--- src/rtl/bulls_cows_game.sv ---
// Two-player Bulls & Cows game controller: secret entry, alternating scored guesses, win/draw detection.
// Optional macro ATTEMPT_LIMIT_EN ends the game in DRAW once player 2 has used MAX_ATTEMPTS guesses.
//   state   | meaning
//   SECRET1 | waiting for player 1 secret
//   SECRET2 | waiting for player 2 secret
//   GUESS   | waiting for current player's guess
//   SHOW    | last score displayed, press hands over the turn
//   WIN     | a player guessed the opponent's secret
//   DRAW    | player 2 ran out of attempts
module bulls_cows_game #(
    parameter int DIGIT_MAX    = 9,
    parameter int ATT_W        = 8,
    parameter int MAX_ATTEMPTS = 10
) (
    input  logic             clock,
    input  logic             reset,
    input  logic             confirma,
    input  logic [15:0]      SW,
    output logic [2:0]       phase,
    output logic             turn,
    output logic [2:0]       bulls,
    output logic [2:0]       cows,
    output logic             err,
    output logic             winner,
    output logic [ATT_W-1:0] attempts_p1,
    output logic [ATT_W-1:0] attempts_p2
);

    typedef enum logic [2:0] {
        SECRET1 = 3'd0,
        SECRET2 = 3'd1,
        GUESS   = 3'd2,
        SHOW    = 3'd3,
        WIN     = 3'd4,
        DRAW    = 3'd5
    } phase_t;

    localparam logic [3:0]       DMAX = DIGIT_MAX[3:0];
    localparam logic [ATT_W-1:0] AMAX = MAX_ATTEMPTS[ATT_W-1:0];

    phase_t           state;
    logic             confirma_q;
    logic [15:0]      secret1;
    logic [15:0]      secret2;
    logic             press;
    logic             sw_valid;
    logic [15:0]      opp;
    logic [2:0]       bulls_c;
    logic [2:0]       cows_c;
    logic [ATT_W-1:0] att_cur;
    logic [ATT_W-1:0] att_next;
    logic             limit_hit;

    assign phase = state;

    always_comb begin
        press    = confirma & ~confirma_q;
        opp      = turn ? secret1 : secret2;
        sw_valid = 1'b1;
        bulls_c  = 3'd0;
        cows_c   = 3'd0;
        for (int i = 0; i < 4; i++) begin
            if (SW[4*i +: 4] > DMAX)
                sw_valid = 1'b0;
            for (int j = 0; j < 4; j++) begin
                if (j > i && SW[4*i +: 4] == SW[4*j +: 4])
                    sw_valid = 1'b0;
                if (SW[4*i +: 4] == opp[4*j +: 4]) begin
                    if (i == j) bulls_c = bulls_c + 3'd1;
                    else        cows_c  = cows_c + 3'd1;
                end
            end
        end
        att_cur  = turn ? attempts_p2 : attempts_p1;
        att_next = (&att_cur) ? att_cur : att_cur + 1'b1;
`ifdef ATTEMPT_LIMIT_EN
        limit_hit = turn && (att_next == AMAX);
`else
        limit_hit = 1'b0;
`endif
    end

    always_ff @(posedge clock) begin
        if (reset) begin
            state       <= SECRET1;
            confirma_q  <= 1'b1;
            turn        <= 1'b0;
            bulls       <= 3'd0;
            cows        <= 3'd0;
            err         <= 1'b0;
            winner      <= 1'b0;
            attempts_p1 <= '0;
            attempts_p2 <= '0;
            secret1     <= 16'h0;
            secret2     <= 16'h0;
        end else begin
            confirma_q <= confirma;
            case (state)
                SECRET1: if (press) begin
                    err <= ~sw_valid;
                    if (sw_valid) begin
                        secret1 <= SW;
                        state   <= SECRET2;
                    end
                end
                SECRET2: if (press) begin
                    err <= ~sw_valid;
                    if (sw_valid) begin
                        secret2 <= SW;
                        turn    <= 1'b0;
                        state   <= GUESS;
                    end
                end
                GUESS: if (press) begin
                    err <= ~sw_valid;
                    if (sw_valid) begin
                        bulls <= bulls_c;
                        cows  <= cows_c;
                        if (turn) attempts_p2 <= att_next;
                        else      attempts_p1 <= att_next;
                        if (bulls_c == 3'd4) begin
                            state  <= WIN;
                            winner <= turn;
                        end else if (limit_hit) begin
                            state <= DRAW;
                        end else begin
                            state <= SHOW;
                        end
                    end
                end
                SHOW: if (press) begin
                    err   <= 1'b0;
                    turn  <= ~turn;
                    state <= GUESS;
                end
                WIN, DRAW: if (press) err <= 1'b0;
                default: state <= SECRET1;
            endcase
        end
    end

endmodule

--- config.mk ---
export PLATFORM = sky130hd
export DESIGN_NAME = bulls_cows_game
export DESIGN_NICKNAME = d
export VERILOG_FILES = /design/src/rtl/bulls_cows_game.sv
export SDC_FILE = /design/constraint.sdc
export NUM_CORES = 1
export LEC_CHECK = 0
export CORE_UTILIZATION = 40
export DETAILED_ROUTE_END_ITERATION = 10
export PLACE_DENSITY_LB_ADDON = 0.2
export SLEW_MARGIN = 20
export SYNTH_ARGS = -nofsm -noshare
export SYNTH_HDL_FRONTEND = slang
export SYNTH_SLANG_ARGS = --single-unit
--- constraint.sdc ---
create_clock -name clock -period 8.05 [get_ports clock]
set_input_delay 1.61 -clock clock [delete_from_list [all_inputs] [get_ports clock]]
set_output_delay 1.61 -clock clock [all_outputs]
set_load 0.02 [all_outputs]
-- Word level (Yosys, flattened, before mapping)
Cells that the tools add are included.
- register bits: 61
- input bits: 19
- logic and storage cells: 133
- add/sub/neg operators: 15
- magnitude comparators: 4
- eq/ne operators: 37
- multiplexer cells: 45
- bitwise logic cells: 5
- reductions and logical operators: 16
- operator list (operator ; number):
    4-bit equality test ; 22
    3-bit 2-to-1 mux ; 21
    3-bit by 1-bit adder with 3-bit output (second input constant) ; 13
    1-bit 2-to-1 mux ; 17
    4-bit > comparator (second input constant) ; 4
    16-bit 2-to-1 mux ; 1
    8-bit 2-to-1 mux ; 2
    4-bit AND reduction ; 4
    8-bit AND reduction ; 2
    3-bit one-hot mux with 5 select lines ; 1
    2-bit != test (second input constant) ; 7
    3-bit AND reduction ; 4
    3-bit equality test (second input constant) ; 3
    8-bit by 1-bit adder with 8-bit output (second input constant) ; 1
    3-bit by 2-bit equality test with 1-bit output (second input constant) ; 2
    3-bit OR reduction ; 2
    2-bit by 1-bit != test with 1-bit output (second input constant) ; 2
    1-bit NOT ; 4
    1-bit one-hot mux with 2 select lines ; 2
    2-bit nonzero test ; 2
    3-bit by 1-bit equality test with 1-bit output (second input constant) ; 1
    3-bit zero test ; 1
    1-bit by 1-bit adder with 2-bit output (second input constant) ; 1
    2-bit 2-to-1 mux ; 1
    other kinds (2) ; 2

-- Longest topological paths before layout
- depth after elaboration: 25
- depth in mapped cells: 35
- gate-level depth less buffers: 33

-- Least setup slack after synthesis
OpenSTA, ideal clock, no wires.
- path type: input to register
- start point: input port SW[2]
- end point: register cows[2]
- arrival time: 7.805 ns
- setup slack: 0.154 ns
- cell stages on the path: 30
- buffers on the path: 1
- path through: clkbuf_1 > xnor2_1 > or4_4 > inv_1 > ha_1 > xnor2_1 > inv_1 > ha_1 > nor2b_1 > a21oi_1 > xor2_1 > mux2_2 > ha_1 > a22o_1 > a2111oi_2 > nor2_1 > and3_1 > ha_1 > xnor2_1 > o31ai_1 > a311oi_2 > ha_1 > mux2_2 > ha_1 > nand2_1 > xnor2_1 > xnor2_1 > xnor2_1 > or3_1 > a311oi_1
- word-level cells in the longest chain between the ends: 24
- elaborated cells between the ends (all ways): 41
- classes of those cells: add/sub (11); order compare (1); eq/ne (6); mux (22); reduce/logical (1)
- ends and longest elaborated chain (what ; line ; text):
    start: declaration ; 18 ; input logic [15:0] SW,
    4-bit equality test ; 68 ; if (SW[4*i +: 4] == opp[4*j +: 4]) begin
    1-bit 2-to-1 mux ; 68 ;
    3-bit by 1-bit adder with 3-bit output ; 70 ; else cows_c = cows_c + 3'd1;
    3-bit 2-to-1 mux ; 68 ;
    3-bit by 1-bit adder with 3-bit output ; 70 ;
    3-bit 2-to-1 mux ; 68 ;
    3-bit by 1-bit adder with 3-bit output ; 70 ;
    3-bit 2-to-1 mux ; 68 ;
    [8 not listed] ; -- ;
    3-bit by 1-bit adder with 3-bit output ; 70 ;
    3-bit 2-to-1 mux ; 68 ;
    3-bit by 1-bit adder with 3-bit output ; 70 ;
    3-bit 2-to-1 mux ; 68 ;
    3-bit by 1-bit adder with 3-bit output ; 70 ;
    3-bit 2-to-1 mux ; 68 ;
    3-bit by 1-bit adder with 3-bit output ; 70 ;
    3-bit 2-to-1 mux ; 68 ;
    end signal: assignment ; 118 ; cows <= cows_c;
    end: declaration ; 22 ; output logic [2:0] cows,
Several ways; a longest one is shown, not always the timed one.
A chain may end at the register's enable or synchronous reset.

-- Worst setup path after layout
Ends and elaborated chain as after synthesis.

==> impl_metrics.tcl <==
set metrics [dict create \
    status "finished with violations" \
    violations "DRC" \
    critical_path_class "in -> reg" \
    slew_viol_final 0 \
    coreArea_um2 11600 \
    fillCellCount 1087 \
    root_buffer "clkbuf_16" \
    ys_seq_elements 61 \
    worstPathRequired_ns 8.29 \
    syn_area_um2 4860 \
    endpoint_kind "flip-flop" \
    r2r_slack_ns 0.64 \
    area_growth_pct 23.0 \
    worstSkewPairLatency_ns 0.33 \
    initial_core_util 0.418 \
    synth_top_area_cell "dfxtp_1" \
    fp.dieArea_um2 12600 \
    p_leak_nw 2.21 \
    cp_max_fo 2 \
    reg2reg_depth 33 \
    synth_common_cells "93 x xnor2_1, 66 x nor2_1, 61 x dfxtp_1" \
    synth_warnings 0 \
    synthMuxAreaShare 0.173 \
    max_cap_violations 0 \
    avgSynthCellArea_um2 9.09 \
    die_y_um 112 \
    cts_buffers 9 \
    placed_area_um2 5550 \
    synth_top_area_frac 0.251 \
    fp-row-count 39 \
    maxSlewHeadroom 0.317 \
    postLayoutCellArea_um2 5970 \
    num_vias 3911 \
    syn_inst 534 \
    layout-drive-gt1-share 0.183 \
    first_iter_violations 252 \
    setup.worst_path.end "cows[2]" \
    yosys.area_share.simple 0.186 \
    min_period_ns 7.72 \
    power.density_nw_per_um2 142 \
    gr-max-usage-layer "met2" \
    final_nets 623 \
    cpMaxStageDelayCell "clkdlybuf4s50_1" \
    hold_buffers 0 \
    synth-compound-area-share 0.0806 \
    die_width_um 112 \
    grt_pass1_wl_um 19600 \
    antenna_found_initial 0 \
    grt_max_degree 64 \
    synth_area_leaders "dfxtp_1 25%, xnor2_1 17%, mux2i_1 9.7%" \
    synthAdderAreaFrac 0.0361 \
    routabilityCongestion 0.869 \
    wire_per_inst_um 15.9 \
    r2r-end "cows[2]" \
    crit_path_start_kind "primary input" \
    grt_use_total 0.198 \
    grt_util_met1 0.262 \
    antenna_cells 0 \
    ir_worst_vdd_uv 82.2 \
    fmax_ghz 0.130 \
    synth_edf_count 0 \
    ant_nets 0 \
    grt_pass1_vias 3887 \
    hold_slack_ns 0.499 \
    grt-ovfl-total 0 \
    hp-class "reg -> reg" \
    dp_cells 716 \
    cp_slowest_stage_delay_ns 0.52 \
    cts_tree "done" \
    ys.flop_type "dfxtp_1" \
    stdcell_count 738 \
    hpwlAfterDp_um 8530 \
    clock_path_buffers 2 \
    setup_viol 0 \
    use_met3 0.0351 \
    holdPathStages 2 \
    worstMarginPinSlew_ns 1.02 \
    fin_crit_sh 0.959 \
    ios 47 \
    finClkSkew_ns 0.00776 \
    clock-sinks 61 \
    finalHoldViolations 0 \
    synth_cell_types 63 \
    arrival_ns 7.96 \
    clk_pin_slew_ns 0.06 \
    vias_per_cell 5.30 \
    synthArstFlopShare 0 \
    synth.yosys.seq_area_share 0.251 \
    io_buffers 46 \
    critPathLaunch "SW[2]" \
    r2r-start "turn" \
    syn-num-nets 567 \
    use_met2 0.325 \
    synth-xor-area-share 0.222 \
    wl_um 11700 \
    drtPass1Iterations 8 \
    synth.most_common_cell "xnor2_1" \
    synth_top_family_by_area "XOR/XNOR gates" \
    drc 1 \
    htreeDepth 3 \
]
flip-flops by register name (all words and copies together) (netlist names):
| signal | count |
|---|---|
| attempts_p2 | 8 |
| turn | 1 |
| cows | 3 |
| attempts_p1 | 8 |
| phase | 3 |
| secret2 | 16 |
| err | 1 |
| confirma_q | 1 |
| secret1 | 16 |
| winner | 1 |
| bulls | 3 |
critical path, delay by kind of cell:
kind,cells,cell delay (ns)
AO/OA/AOI/OAI,8,1.35
adder cells (fa/ha/maj),6,1.50
AND/OR/NAND/NOR,7,1.33
XOR/XNOR,7,0.92
multiplexers,2,0.55
buffers and inverters,3,0.68
how the worst min path moves through the flow:
stage / from / endpoint / slack, ns
floorplan: secret2[2] / secret2[2] / 0.48
global placement: attempts_p1[2] / attempts_p1[2] / 0.49
global route: cows[2] / cows[2] / 0.52
detailed placement: cows[2] / cows[2] / 0.50
finish: cows[2] / cows[2] / 0.50
CTS: cows[2] / cows[2] / 0.50
per-stage QoR:
stage               setup TNS [ns]  worst slack [ns]  power (mW)   util
floorplan                        0             0.154       0.419      -
global placement                 0            0.0144       0.455  0.477
detailed placement          -0.120            -0.120       0.458  0.477
CTS                              0             0.211       0.848  0.503
global route               -0.0150           -0.0150       0.885  0.514
finish                           0             0.332       0.847  0.514
cell type report:
type / count / area [µm²] / share of cell area
multi-input combinational: 417 / 3460 / 0.580
sequential: 61 / 1220 / 0.205
timing repair buffer: 81 / 734 / 0.123
clock buffer: 9 / 225 / 0.0377
clock inverter: 7 / 73.8 / 0.0124
tap: 143 / 179 / 0.0300
inverter: 20 / 75.1 / 0.0126
placed cells by master, fill, tap and decap left out, types with 3 or more instances in the layout:
cell type        synthesis  layout
a21oi_1                 18      18
a311oi_1                 5       5
and2_1                   5       5
and4b_1                  4       4
buf_4                    1      32
buf_6                    2       3
clkbuf_16                0       9
clkdlybuf4s50_1          0      43
dfxtp_1                 61      60
ha_1                    14      12
inv_1                   18      17
inv_2                    2       3
mux2_2                   4       4
mux2i_1                 47      46
mux2i_2                  6       7
mux2i_4                 10      10
nand2_1                 18      18
nand2b_1                 6       6
nand3_1                 11      10
nand4_1                  7       7
nor2_1                  66      66
nor2b_1                  6       5
nor3_1                   4       3
nor4_1                  13      12
nor4_2                   3       4
nor4_4                   4       4
o21ai_0                 10       9
o31ai_1                  3       3
or2_2                    3       3
xnor2_1                 93      91
xnor2_2                  2       3
xor2_1                  19      19
power breakdown:
| group | switching [mW] | internal, mW |
|---|---|---|
| clock network | 0.148 | 0.240 |
| registers | 0.00308 | 0.304 |
| logic | 0.0794 | 0.0721 |
kinds of logic after synthesis:
kind of cell	count (synthesis)
fa+ha+maj	14
xor+xnor	117
mux	68
compound gates	55
flops	61
buf+inv	56
simple gates	163
per-layer routing:
| layer | vias to the layer above | share of wire |
|---|---|---|
| li1 | 1951 | - |
| met5 | - | 0 |
| met2 | 74 | 0.48 |
| met3 | 15 | 0.038 |
| met4 | 0 | 0.014 |
| met1 | 1871 | 0.47 |
what timing repair did:
action	in CTS	in global routing
setup endpoints to repair	0	1
resized for setup	0	15
setup buffers	0	6
No activity file was read; power rests on OpenSTA's default activity.
